### config.mk
export PLATFORM = sky130hd
export DESIGN_NAME = serdes_align_ctrl
export DESIGN_NICKNAME = d
export VERILOG_FILES = /design/src/rtl/serdes_align_ctrl.sv
export SDC_FILE = /design/constraint.sdc
export NUM_CORES = 1
export LEC_CHECK = 0
export ABC_AREA = 0
export BUFFER_PORTS_ARGS = -buffer_cell sky130_fd_sc_hd__buf_4
export CORE_ASPECT_RATIO = 1.25
export CORE_MARGIN = 2
export CORE_UTILIZATION = 52
export CTS_CLUSTER_SIZE = 16
export DETAILED_ROUTE_END_ITERATION = 8
export PLACE_DENSITY = 0.85
export REMOVE_ABC_BUFFERS = 1
export SLEW_MARGIN = 20
export SYNTH_ARGS = -nofsm -noshare
export SYNTH_HDL_FRONTEND = slang
export SYNTH_SLANG_ARGS = --single-unit
### constraint.sdc
create_clock -name fabric_clk_div -period 2.6 [get_ports fabric_clk_div]
set_input_delay 0.39 -clock fabric_clk_div [delete_from_list [all_inputs] [get_ports fabric_clk_div]]
set_output_delay 0.39 -clock fabric_clk_div [all_outputs]
set_load 0.005 [all_outputs]
### src/rtl/serdes_align_ctrl.sv
// Word-alignment sequencer for a DPA-mode SERDES receive lane.
// Optional: define ALIGN_MONITOR_EN to watch the aligned lane and re-align after MATCH_COUNT bad words.
//
// state      | meaning
// -----------+----------------------------------------------------------
// IDLE       | start low, everything cleared
// WAIT_LOCK  | waiting for DPA lock, lock timer running
// CHECK      | comparing valid words against the training pattern
// SLIP       | one-cycle bitslip request to the SERDES
// SETTLE     | waiting for the slip to take effect, data ignored
// ALIGNED    | pattern matched MATCH_COUNT times, lane usable
// FAIL       | lock timeout or every bit position tried, held until start low
module serdes_align_ctrl #(
  parameter int unsigned       WIDTH         = 10,
  parameter logic [WIDTH-1:0]  TRAIN_PATTERN = 10'h3E0,
  parameter int unsigned       MATCH_COUNT   = 4,
  parameter int unsigned       SETTLE_CYCLES = 8,
  parameter int unsigned       LOCK_TIMEOUT  = 255
) (
  input  logic             fabric_clk_div,
  input  logic             reset_buf_n,
  input  logic             start,
  input  logic             dpa_lock,
  input  logic             data_valid,
  input  logic [WIDTH-1:0] rx_data,
  output logic             bitslip_adj,
  output logic             aligned,
  output logic             align_fail,
  output logic             busy,
  output logic [3:0]       slip_count,
  output logic [7:0]       realign_count
);

  typedef enum logic [2:0] {
    ST_IDLE,
    ST_WAIT_LOCK,
    ST_CHECK,
    ST_SLIP,
    ST_SETTLE,
    ST_ALIGNED,
    ST_FAIL
  } state_t;

  // Timers are down-counters loaded with (length-1) and compared against zero.
  localparam logic [15:0] LOCK_LOAD   = 16'(LOCK_TIMEOUT - 1);
  localparam logic [15:0] SETTLE_LOAD = 16'(SETTLE_CYCLES - 1);
  localparam logic [3:0]  MATCH_LAST  = 4'(MATCH_COUNT - 1);
  localparam logic [3:0]  SLIP_LAST   = 4'(WIDTH - 1);

  state_t      state;
  state_t      state_nxt;
  logic [15:0] timer;
  logic [15:0] timer_nxt;
  logic [3:0]  match_cnt;
  logic [3:0]  match_nxt;
  logic [3:0]  slip_cnt;
  logic [3:0]  slip_nxt;
  logic        word_ok;
  logic        lock_lost;
  logic        bitslip_nxt;
  logic        aligned_nxt;
  logic        fail_nxt;
  logic        busy_nxt;

`ifdef ALIGN_MONITOR_EN
  logic [3:0]  mon_cnt;
  logic [3:0]  mon_nxt;
  logic [7:0]  realign_cnt;
  logic [7:0]  realign_nxt;
`endif

  assign word_ok   = (rx_data == TRAIN_PATTERN);
  assign lock_lost = !dpa_lock &&
                     ((state == ST_CHECK) || (state == ST_SLIP) ||
                      (state == ST_SETTLE) || (state == ST_ALIGNED));

  always_ff @(posedge fabric_clk_div or negedge reset_buf_n) begin
    if (!reset_buf_n) begin
      state       <= ST_IDLE;
      timer       <= '0;
      match_cnt   <= '0;
      slip_cnt    <= '0;
      bitslip_adj <= 1'b0;
      aligned     <= 1'b0;
      align_fail  <= 1'b0;
      busy        <= 1'b0;
`ifdef ALIGN_MONITOR_EN
      mon_cnt     <= '0;
      realign_cnt <= '0;
`endif
    end else begin
      state       <= state_nxt;
      timer       <= timer_nxt;
      match_cnt   <= match_nxt;
      slip_cnt    <= slip_nxt;
      bitslip_adj <= bitslip_nxt;
      aligned     <= aligned_nxt;
      align_fail  <= fail_nxt;
      busy        <= busy_nxt;
`ifdef ALIGN_MONITOR_EN
      mon_cnt     <= mon_nxt;
      realign_cnt <= realign_nxt;
`endif
    end
  end

  always_comb begin
    state_nxt = state;
    timer_nxt = timer;
    match_nxt = match_cnt;
    slip_nxt  = slip_cnt;
`ifdef ALIGN_MONITOR_EN
    mon_nxt     = mon_cnt;
    realign_nxt = realign_cnt;
`endif
    if ((state != ST_IDLE) && !start) begin
      state_nxt = ST_IDLE;
      timer_nxt = '0;
      match_nxt = '0;
      slip_nxt  = '0;
`ifdef ALIGN_MONITOR_EN
      mon_nxt   = '0;
`endif
    end else if (lock_lost) begin
      state_nxt = ST_WAIT_LOCK;
      timer_nxt = LOCK_LOAD;
      match_nxt = '0;
      slip_nxt  = '0;
`ifdef ALIGN_MONITOR_EN
      mon_nxt   = '0;
`endif
    end else begin
      unique case (state)
        ST_IDLE: begin
          if (start) begin
            state_nxt = ST_WAIT_LOCK;
            timer_nxt = LOCK_LOAD;
            match_nxt = '0;
            slip_nxt  = '0;
          end
        end
        ST_WAIT_LOCK: begin
          if (dpa_lock) begin
            state_nxt = ST_CHECK;
            match_nxt = '0;
          end else if (timer == '0) begin
            state_nxt = ST_FAIL;
          end else begin
            timer_nxt = timer - 16'd1;
          end
        end
        ST_CHECK: begin
          if (data_valid) begin
            if (word_ok) begin
              match_nxt = match_cnt + 4'd1;
              if (match_cnt == MATCH_LAST) begin
                state_nxt = ST_ALIGNED;
`ifdef ALIGN_MONITOR_EN
                mon_nxt   = '0;
`endif
              end
            end else if (slip_cnt == SLIP_LAST) begin
              state_nxt = ST_FAIL;
            end else begin
              state_nxt = ST_SLIP;
              slip_nxt  = slip_cnt + 4'd1;
            end
          end
        end
        ST_SLIP: begin
          state_nxt = ST_SETTLE;
          timer_nxt = SETTLE_LOAD;
        end
        ST_SETTLE: begin
          if (timer == '0) begin
            state_nxt = ST_CHECK;
            match_nxt = '0;
          end else begin
            timer_nxt = timer - 16'd1;
          end
        end
        ST_ALIGNED: begin
`ifdef ALIGN_MONITOR_EN
          if (data_valid) begin
            if (word_ok) begin
              mon_nxt = '0;
            end else if (mon_cnt == MATCH_LAST) begin
              state_nxt = ST_CHECK;
              match_nxt = '0;
              mon_nxt   = '0;
              if (realign_cnt != 8'hFF) begin
                realign_nxt = realign_cnt + 8'd1;
              end
            end else begin
              mon_nxt = mon_cnt + 4'd1;
            end
          end
`endif
        end
        ST_FAIL: begin
        end
        default: begin
          state_nxt = ST_IDLE;
        end
      endcase
    end
  end

  // Status flops are loaded from the next state so they track the state register exactly.
  always_comb begin
    bitslip_nxt = (state_nxt == ST_SLIP);
    aligned_nxt = (state_nxt == ST_ALIGNED);
    fail_nxt    = (state_nxt == ST_FAIL);
    busy_nxt    = (state_nxt == ST_WAIT_LOCK) || (state_nxt == ST_CHECK) ||
                  (state_nxt == ST_SLIP) || (state_nxt == ST_SETTLE);
  end

  assign slip_count = slip_cnt;

`ifdef ALIGN_MONITOR_EN
  assign realign_count = realign_cnt;
`else
  assign realign_count = 8'd0;
`endif

  a_bitslip_single: assert property (@(posedge fabric_clk_div) disable iff (!reset_buf_n)
    bitslip_adj |=> !bitslip_adj);
  a_status_exclusive: assert property (@(posedge fabric_clk_div) disable iff (!reset_buf_n)
    !(aligned && align_fail));

endmodule

Word-level counts from Yosys, hierarchy flattened
Cells that the tools add are included.

Add/sub/neg operators: 3. Mux-type cells: 31. Equality and inequality tests: 23. Reduce and logical (&&, ||, !) cells: 20.

Operators with widths (count): $mux W16 (5); $pmux W16 S4 (1); $mux W4 (12); $mux W3 (10); $eq A3 B3 Y1 const B (6); $pmux W3 S6 (1); $logic_not A16 Y1 (1); $ne A4 B4 Y1 const B (4); $pmux W4 S4 (1); $sub A16 B1 Y16 const B (1); $eq A3 B2 Y1 const B (4); $ne A4 B3 Y1 const B (3); $reduce_bool A6 Y1 (2); $eq A10 B10 Y1 const B (1); $add A4 B1 Y4 const B (2); $pmux W4 S2 (1); $eq A3 B1 Y1 const B (2); $logic_or A1 B1 Y1 (6); $reduce_and A6 Y1 (1); $reduce_and A5 Y1 (1); $eq A4 B2 Y1 const B (1); $eq A4 B4 Y1 const B (1); $ne A4 B2 Y1 const B (1); $reduce_bool A4 Y1 (1); 6 further kinds (8).

Input port bits: 15. Word-level logic and storage cells: 85. Bits in registers: 31.

Logic depth before layout (Yosys ltp)
Gate-level depths: netlist of the first run.

Depth after elaboration: 11. Gate-level depth with buffers: 10.

Worst setup path after synthesis of the first run
OpenSTA, ideal clock, no wires.

Path kind: reg-to-reg. Start: reg timer[0]. End: reg align_fail. Cell stages (with the launch flop): 9. Period minus slack after synthesis: 2.474 ns. Slack: 0.126 ns. Arrival time: 2.354 ns. Path through: dfrtp_1 > inv_1 > ha_1 > or4b_4 > or4_1 > buf_2 > o41a_1 > a32oi_2 > and2b_2.

Cells in the longest elaborated chain, start to end: 7. Elaborated cells between the ends (all ways): 8. Classes of those cells: 1 x eq/ne; 6 x mux; 1 x reduce/logical.

RTL lines: start, declared (RTL line 52) `logic [15:0] timer;`; start signal, assigned (RTL line 93) `timer <= timer_nxt;`; $logic_not A16 Y1 * (RTL line 146, 175); $mux W3 (RTL line 146) `end else if (timer == '0) begin`; $mux W3 (RTL line 143) `if (dpa_lock) begin`; $pmux W3 S6 * (RTL line 133) `unique case (state)`; $mux W3 * (RTL line 124) `end else if (lock_lost) begin`; $mux W3 * (RTL line 116) `if ((state != ST_IDLE) && !start) begin`; $eq A3 B3 Y1 * (RTL line 213) `fail_nxt = (state_nxt == ST_FAIL);`; named net fail_nxt (RTL line 62) `logic fail_nxt;`; end signal, assigned (RTL line 98) `align_fail <= fail_nxt;`; end, declared (RTL line 28) `output logic align_fail,`.

Mark *: on every way through the listed nets, which the timed path passes. The rest lies on a longest branch. A chain may end at the register's enable or synchronous reset.

Final worst setup path of the first run
Start: reg timer[1]. End: reg align_fail.

Same word-level chain as after synthesis.

==> key figures, run 1 <==
Status
  • Status: finished clean

STA
  • Final cycle utilization of the critical path: roughly 100%
  • Final max-slew violation count: 0
  • Max transition margin: 28.3%
  • Clk_skew: roughly 0.0068 ns
  • Setup WS post-layout: 0.00174 ns
  • RSZ-0062 raised after global routing: true
  • Final setup viols: 0
  • Final-report hold violation count: 0
  • Max Clk Rate: a little under 400 MHz
  • Total Neg Setup Slack: 0 ns
  • Worst-Margin Slew: approximately 1.1 ns
  • Minimum clock period: around 2.6 ns

Die
  • Row count: 26
  • Die Span Y: just under 80 µm
  • Die X-Extent: 62.4 µm
  • Full die area: 4800 µm²
  • Initial core utilization: roughly 54%
  • Placeable Area: between 4000 and 5000 µm²
  • IO Pins: 31

Routing
  • DRT iter0 DRCs: 121
  • DRT Pass-1 Iters: 4
  • Post-DRT Antenna Nets: 0
  • Vias post-DR: ~2.1k
  • WL per Instance: between 15 and 20 µm
  • Vias per cell: between 5 and 6
  • DRC errors left: 0
  • Routed WL: roughly 5.2 mm

Synth
  • Most frequent cell after synthesis: dfrtp_1
  • Async SR Flop Fraction: 100%
  • EDFF count, synth: 0
  • Commonest cells in the netlist: 31 x dfrtp_1, 24 x o21ai_0, 23 x nor2_1
  • Distinct cells, synth: a little under 60
  • Register area share after synthesis: between 30% and 40%
  • Largest cells by area after synthesis: dfrtp_1 35%, o21ai_0 5.4%, a21oi_1 4.7%
  • Syn_area_per_cell: around 8.6 µm²
  • Mapped Area: around 2200 µm²
  • Post-synth top area cell: dfrtp_1
  • Yosys warns: 0
  • Mapped Cells: approximately 260
  • FF+latch count, synth: 31
  • Share of the synthesized area in the top cell type: 35.0%
  • Top FF cell, synth: dfrtp_1

Global routing
  • GR peak layer: met2
  • GR Layer Usage met1: between 20% and 30%
  • Met2 layer usage reported by global route: 39.8%
  • GRT Total Usage: 22.7%
  • Initial antenna violation count: 0
  • Grt met3 use: between 5 and 6%
  • Vias in the first global route: 2039
  • Largest net degree at the start of global routing: 32
  • Grt ovf: 0
  • First-pass GRT wire length: around 9 mm

Clock network
  • Num CTS Buffers: 5
  • TritonCTS clock tree: done
  • Max Buffers Root-to-Sink: 2
  • Worst skew pair latency: between 0.2 and 0.3 ns
  • H-tree depth: 2
  • # clock sinks: 31
  • Clock Tree Root: clkbuf_8
  • Post-CTS Hold Buffers: 0
  • Clock slew at reported path FFs: 0.07 ns

Flow run
  • Max-capacitance violation count: 0

Placement
  • DP Wirelength: between 3 and 4 mm
  • DP Cell Count: ~340
  • Setup WS pre-CTS: -0.0462 ns
  • PortBufs: 22
  • Placed instance area: 2420 µm²
  • GPL Wtd Cong: 0.916

Critical path
  • Critical Path Max Stage Delay: slightly below 0.6 ns
  • Startpoint Class: flip-flop
  • Slowest-stage cell, CP: or4_4
  • Largest delay share family, worst path: simple AND/OR/NAND/NOR gates
  • Crit path from: timer[1]
  • Max FO, Critical Path: 5
  • Buf+Inv Stages, Crit Path: 1
  • Worst Path Required: between 2 and 3 ns
  • CP Class: reg -> reg
  • Worst EP arrival: 2.78 ns
  • RR Startpoint: timer[1]
  • Crit. End Element: flip-flop
  • Critical path cell sequence: inv_2 > ha_4 > or4b_4 > or4_4 > o41a_1 > a32oi_2 > and2b_2

Pwr
  • Max IR drop VDD: 0.723 mV
  • PD cells: approximately 1000 nW/µm²
  • Lkg Pwr: around 1.2 nW

Cells and area
  • Filler instances: 364
  • Fin area: between 2000 and 3000 µm²
  • Area Overhead vs Synth: 18.2%
  • Util after Layout: 63.8%
  • Non-filler cells, final: about 350
  • Share of cells above drive strength 1: between 20% and 30%
  • Diodes inserted: 0
  • Nets: 310

Min path
  • Worst min path class: in -> async
placed cells by master (no fill, tap or decap), types with 2 or more instances in the layout:
master     synthesis  final
ha_1               4      3
a21oi_1           21     20
o41ai_1            2      2
or2_2              2      2
nor3_1             8      7
conb_1             1      8
or4_4              0      2
inv_2              0      2
or3b_2             2      2
a31oi_1           10     10
o21ai_1            2      3
a41o_1             5      5
nand2_1           16     16
or4_1              4      2
a2bb2oi_1          2      2
nand2b_1           7      7
clkbuf_8           5      7
nand3b_1           3      3
dfrtp_1           31     31
o31ai_1            9      8
nor2_1            23     23
inv_1             12     10
buf_4              9     39
nor2b_1            3      3
nand3_1            5      5
nand4b_1           3      3
a21o_1             3      3
nor4_1             7      6
o21ai_0           24     22
metrics by stage:
step           hold WS [ns]  total power [mW]
2_1_floorplan        0.0944              1.63
3_3_place_gp          0.349              2.06
3_5_place_dp          0.348              2.09
4_1_cts              0.0369              2.53
5_1_grt              0.0619              2.89
6_report             0.0323              2.66
report_power, final:
group / internal, mW / switching, mW
Combinational: 0.624 / 0.872
Clock: 0.240 / 0.183
Sequential: 0.606 / 0.130
Total: 1.47 / 1.18
worst register-to-register path, delay by kind of cell (launching register included):
kind	cells	cell delay, ns
AOI/OAI and AO/OA	2	0.61
and+or+nand+nor	3	1.29
DFF	1	0.39
buffers and inverters	1	0.09
adders and majority gates	1	0.13
cell families (layout without fill, tap and decap cells):
| logic type | Yosys count | count (layout) | synth area share [%] |
|---|---|---|---|
| buffers and inverters | 32 | 60 | 9.67 |
| adder cells (fa/ha/maj) | 4 | 4 | 2.26 |
| XOR/XNOR | 1 | 1 | 0.396 |
| AO/OA/AOI/OAI | 92 | 92 | 28.1 |
| flip-flops | 31 | 31 | 35.0 |
| AND/OR/NAND/NOR | 95 | 95 | 23.9 |
| other | 1 | 8 | 0.169 |
| multiplexers | 1 | 1 | 0.452 |
cell type report:
class | count | area, µm² | area share (%)
Multi-Input combinational cell | 201 | 1320 | 50.4
Sequential cell | 31 | 776 | 29.7
Timing Repair Buffer | 40 | 304 | 11.6
Clock buffer | 7 | 96.3 | 3.68
Tap cell | 56 | 70.1 | 2.68
Inverter | 12 | 45.0 | 1.72
Clock inverter | 1 | 7.51 | 0.287
routing by layer:
| metal | up-vias | part of all wire [%] |
|---|---|---|
| li1 | 1013 | - |
| met1 | 994 | 41 |
| met2 | 69 | 52 |
| met3 | 11 | 5.2 |
| met4 | 0 | 2.0 |
| met5 | - | 0 |
path summary, 6_finish.rpt:
path                                    to  slack, ns  depth (start not counted)
setup / recovery                align_fail      0.002                          7
hold / removal               slip_count[2]       0.03                          1
setup reg to reg                align_fail      0.002                          7
hold reg to reg              slip_count[3]       0.54                          1
max in group asynchronous        timer[10]       2.28                          1
min in group fabric_clk_div   match_cnt[1]       0.48                          3
repair_timing:
action                                  CTS  global route
gates resized for setup                   1            15
endpoints found under the setup margin    8            21
pin swaps                                 0             5
setup buffers                             0             3
sequential cells by signal, indices dropped and copies added (netlist names):
signal,count
slip_count,4
state,3
aligned,1
match_cnt,4
timer,16
busy,1
bitslip_adj,1
align_fail,1
Note: power is estimated with default switching activity, not from simulation.
==> inputs of run 2 (changes only) <==
- CAP_MARGIN: not set -> 5
- CELL_PAD_IN_SITES_DETAIL_PLACEMENT: not set -> 1
- CELL_PAD_IN_SITES_GLOBAL_PLACEMENT: not set -> 1
- CORE_UTILIZATION: 52 -> 39
- CTS_CLUSTER_DIAMETER: not set -> 30
==> run 2 against run 1 <==
Against the previous run:
- combinational power increased by 4%
- largest power group unchanged
- final cell count up 2.6%
- worst hold slack gained 0.0029 ns
- clock power fell by 8.5%
- global-route usage decreased by 3.2 points
- critical path depth up 2
- via count increased by 1.3%
- first-iteration DRC count down 21%
==> key figures, run 2 (synthesized netlist as in run 1, its figures left out) <==
Cells and area
  • Share of cells above drive strength 1: 25.3% (was 25.7%)
  • Filler instances: 643 (was 364)
  • Util after Layout: 47.9% (was 63.8%)
  • Largest register by flop count: timer (unchanged)
  • Commonest non-fill, non-tap cells in the layout: 42 x buf_4, 31 x dfrtp_1, 24 x o21ai_0, 23 x nor2_1, 20 x a21oi_1 (was 39 x buf_4, 31 x dfrtp_1, 23 x nor2_1, 22 x o21ai_0, 20 x a21oi_1)
  • Most common cell after layout, fill and taps aside: buf_4 (unchanged)
  • Footprint of the multi-input gates: 1310 µm² (was 1320 µm²)
  • Storage element area: 776 µm² (unchanged)
  • Nets: 312 (was 310)
  • Diodes inserted: 0 (unchanged)
  • Largest register FFs: 16 (unchanged)
  • Area Overhead vs Synth: 17.9% (was 18.2%)

Critical path
  • Max FO, Critical Path: 6 (was 5)
  • Worst reg2reg endpoint: timer[2] (was align_fail)
  • Slowest-stage cell, CP: or4_4 (unchanged)
  • RR Startpoint: timer[1] (unchanged)
  • Reg2Reg Setup Slack: 0.07 ns (was 0.002 ns)
  • Buf+Inv Stages, Crit Path: 2 (was 1)
  • Startpoint Class: flip-flop (unchanged)
  • Worst EP arrival: 2.70 ns (was 2.78 ns)
  • Crit. End Element: flip-flop (unchanged)
  • Critical path cell sequence: inv_1 > ha_4 > or4b_4 > or4_4 > a211oi_4 > or4_4 > buf_4 > a21oi_1 > o22a_2 (was inv_2 > ha_4 > or4b_4 > or4_4 > o41a_1 > a32oi_2 > and2b_2)
  • Top cell by count, worst path: or4_4
  • Worst Path Required: 2.77 ns (was 2.78 ns)
  • Critical Path Max Stage Delay: 0.49 ns (was 0.58 ns)
  • Largest delay share family, worst path: simple AND/OR/NAND/NOR gates (unchanged)
  • Worst R2R Path Depth: 9 (was 7)
  • CP Class: reg -> reg (unchanged)

Global routing
  • Initial antenna violation count: 0 (unchanged)
  • Grt ovf: 0 (unchanged)
  • GRT Total Usage: 19.4% (was 22.7%)
  • Vias in the first global route: 2062 (was 2039)
  • First-pass GRT wire length: 9.63 mm (was 8.97 mm)
  • Largest net degree at the start of global routing: 32 (unchanged)

Clock network
  • TritonCTS clock tree: done (unchanged)
  • # clock sinks: 31 (unchanged)
  • H-tree depth: 2 (unchanged)
  • Max Buffers Root-to-Sink: 2 (unchanged)
  • Num CTS Buffers: 5 (unchanged)
  • Post-CTS Hold Buffers: 0 (unchanged)
  • Clock slew at reported path FFs: 0.07 ns (about the same)
  • Clock Tree Root: clkbuf_8 (unchanged)
  • Worst skew pair latency: 0.29 ns (about the same)

STA
  • Max Clk Rate: 395 MHz (was 385 MHz)
  • Final max-slew violation count: 0 (unchanged)
  • Minimum clock period: 2.53 ns (was 2.60 ns)
  • Max transition margin: 55.1% (was 28.3%)
  • Final setup viols: 0 (unchanged)
  • Worst-Margin Slew: 0.665 ns (was 1.06 ns)
  • Setup WS post-layout: 0.0693 ns (was 0.00174 ns)
  • Final-report hold violation count: 0 (unchanged)
  • Final cycle utilization of the critical path: 97.3% (was 99.9%)
  • Clk_skew: 0.00885 ns (was 0.00678 ns)

Pwr
  • Net Sw Frac: 45.7% (was 44.6%)
  • Net Sw Power: 1.22 mW (was 1.18 mW)
  • Flop pwr share: 27.3% (was 27.7%)
  • Clk pwr share: 14.4% (was 15.9%)
  • Combinational Power Share: 58.2% (was 56.4%)
  • PD cells: 1030 nW/µm² (was 1020 nW/µm²)
  • Lkg Pwr: 1.20 nW (about the same)
  • Internal power: 1.45 mW (was 1.47 mW)
  • Max IR drop VDD: 0.463 mV (was 0.723 mV)

Die
  • Full die area: 6300 µm² (was 4800 µm²)
  • IO Pins: 31 (unchanged)
  • Die Span Y: 88.2 µm (was 76.9 µm)
  • Row count: 30 (was 26)
  • Placeable Area: 5440 µm² (was 4100 µm²)
  • Initial core utilization: 40.7% (was 54.0%)
  • Die X-Extent: 71.4 µm (was 62.4 µm)

Routing
  • DRC errors left: 0 (unchanged)
  • Vias per cell: 5.92 (was 6.00)
  • DRT Pass-1 Iters: 4 (unchanged)
  • WL per Instance: 17.2 µm (was 15.1 µm)
  • Routed WL: 6.13 mm (was 5.24 mm)
  • DRT iter0 DRCs: 96 (was 121)
  • Post-DRT Antenna Nets: 0 (unchanged)
  • Vias post-DR: 2114 (was 2087)

Min path
  • Worst min path class: in -> async (unchanged)

Placement
  • GPL Wtd Cong: 0.879 (was 0.916)
  • DP Wirelength: 4.47 mm (was 3.68 mm)
  • PortBufs: 22 (unchanged)
  • Setup WS pre-CTS: -0.145 ns (was -0.0462 ns)

Flow run
  • Max-capacitance violation count: 0 (unchanged)

Status
  • Status: finished clean (unchanged)
[run 2: power by group through the flow]
stage	sequential [mW]	combinational [mW]	clock (mW)
floorplan	0.750	0.883	0
global placement	0.730	1.44	0
detailed placement	0.737	1.48	0
CTS	0.730	1.51	0.396
global route	0.746	1.73	0.415
finish	0.732	1.56	0.387
[run 2: final cells by class]
| class | count | share of cell area [%] |
|---|---|---|
| clock buffer | 6 | 3.17 |
| multi-input combinational | 201 | 50.0 |
| sequential | 31 | 29.7 |
| timing repair buffer | 42 | 12.1 |
| tap | 64 | 3.07 |
| inverter | 12 | 1.73 |
| clock inverter | 1 | 0.192 |
[run 2: worst register-to-register path: stages, from the launching register on]
cell      delay [ns]
dfrtp_1         0.39
inv_1           0.11
ha_4            0.14
or4b_4          0.46
or4_4           0.49
a211oi_4        0.25
or4_4           0.19
buf_4           0.13
a21oi_1         0.04
o22a_2          0.20
[run 2: metal layers]
| metal | GRT usage (%) | vias to the layer above | routed length (µm) |
|---|---|---|---|
| li1 | - | 1013 | - |
| met1 | 22.8 | 1049 | 2580 |
| met2 | 35.3 | 40 | 3230 |
| met3 | 3.08 | 12 | 202 |
| met4 | 7.89 | 0 | 120 |
| met5 | 0 | - | 0 |
[run 2: how the worst max path moves through the flow]
| stage | from | endpoint | slack, ns | cells past startpoint |
|---|---|---|---|---|
| global route | timer[1] | timer[2] | -0.02 | 9 |
| detailed placement | timer[0] | match_cnt[3] | -0.14 | 9 |
| global placement | timer[0] | align_fail | 0.05 | 8 |
| floorplan | timer[0] | timer[11] | -0.07 | 8 |
| CTS | timer[0] | timer[3] | 0.09 | 9 |
| finish | timer[1] | timer[2] | 0.07 | 9 |
[run 2: repair_timing]
| item | 4_1_cts | 5_1_grt |
|---|---|---|
| endpoints found under the setup margin | 7 | 8 |
| pin swaps | 1 | 0 |
| resized for setup | 5 | 5 |
| buffers inserted | 1 | 0 |
[run 2: stage by stage]
step	power (mW)	std cells	hold slack [ns]	cell area (µm²)	setup TNS (ns)
6_report	2.68	357	0.0352	2610	0
5_1_grt	2.89	357	0.0551	2610	-0.0376
4_1_cts	2.64	357	0.0424	2580	0
3_5_place_dp	2.22	350	0.350	2470	-0.344
3_3_place_gp	2.17	350	0.346	2470	0
2_1_floorplan	1.63	244	0.0944	2070	-0.584
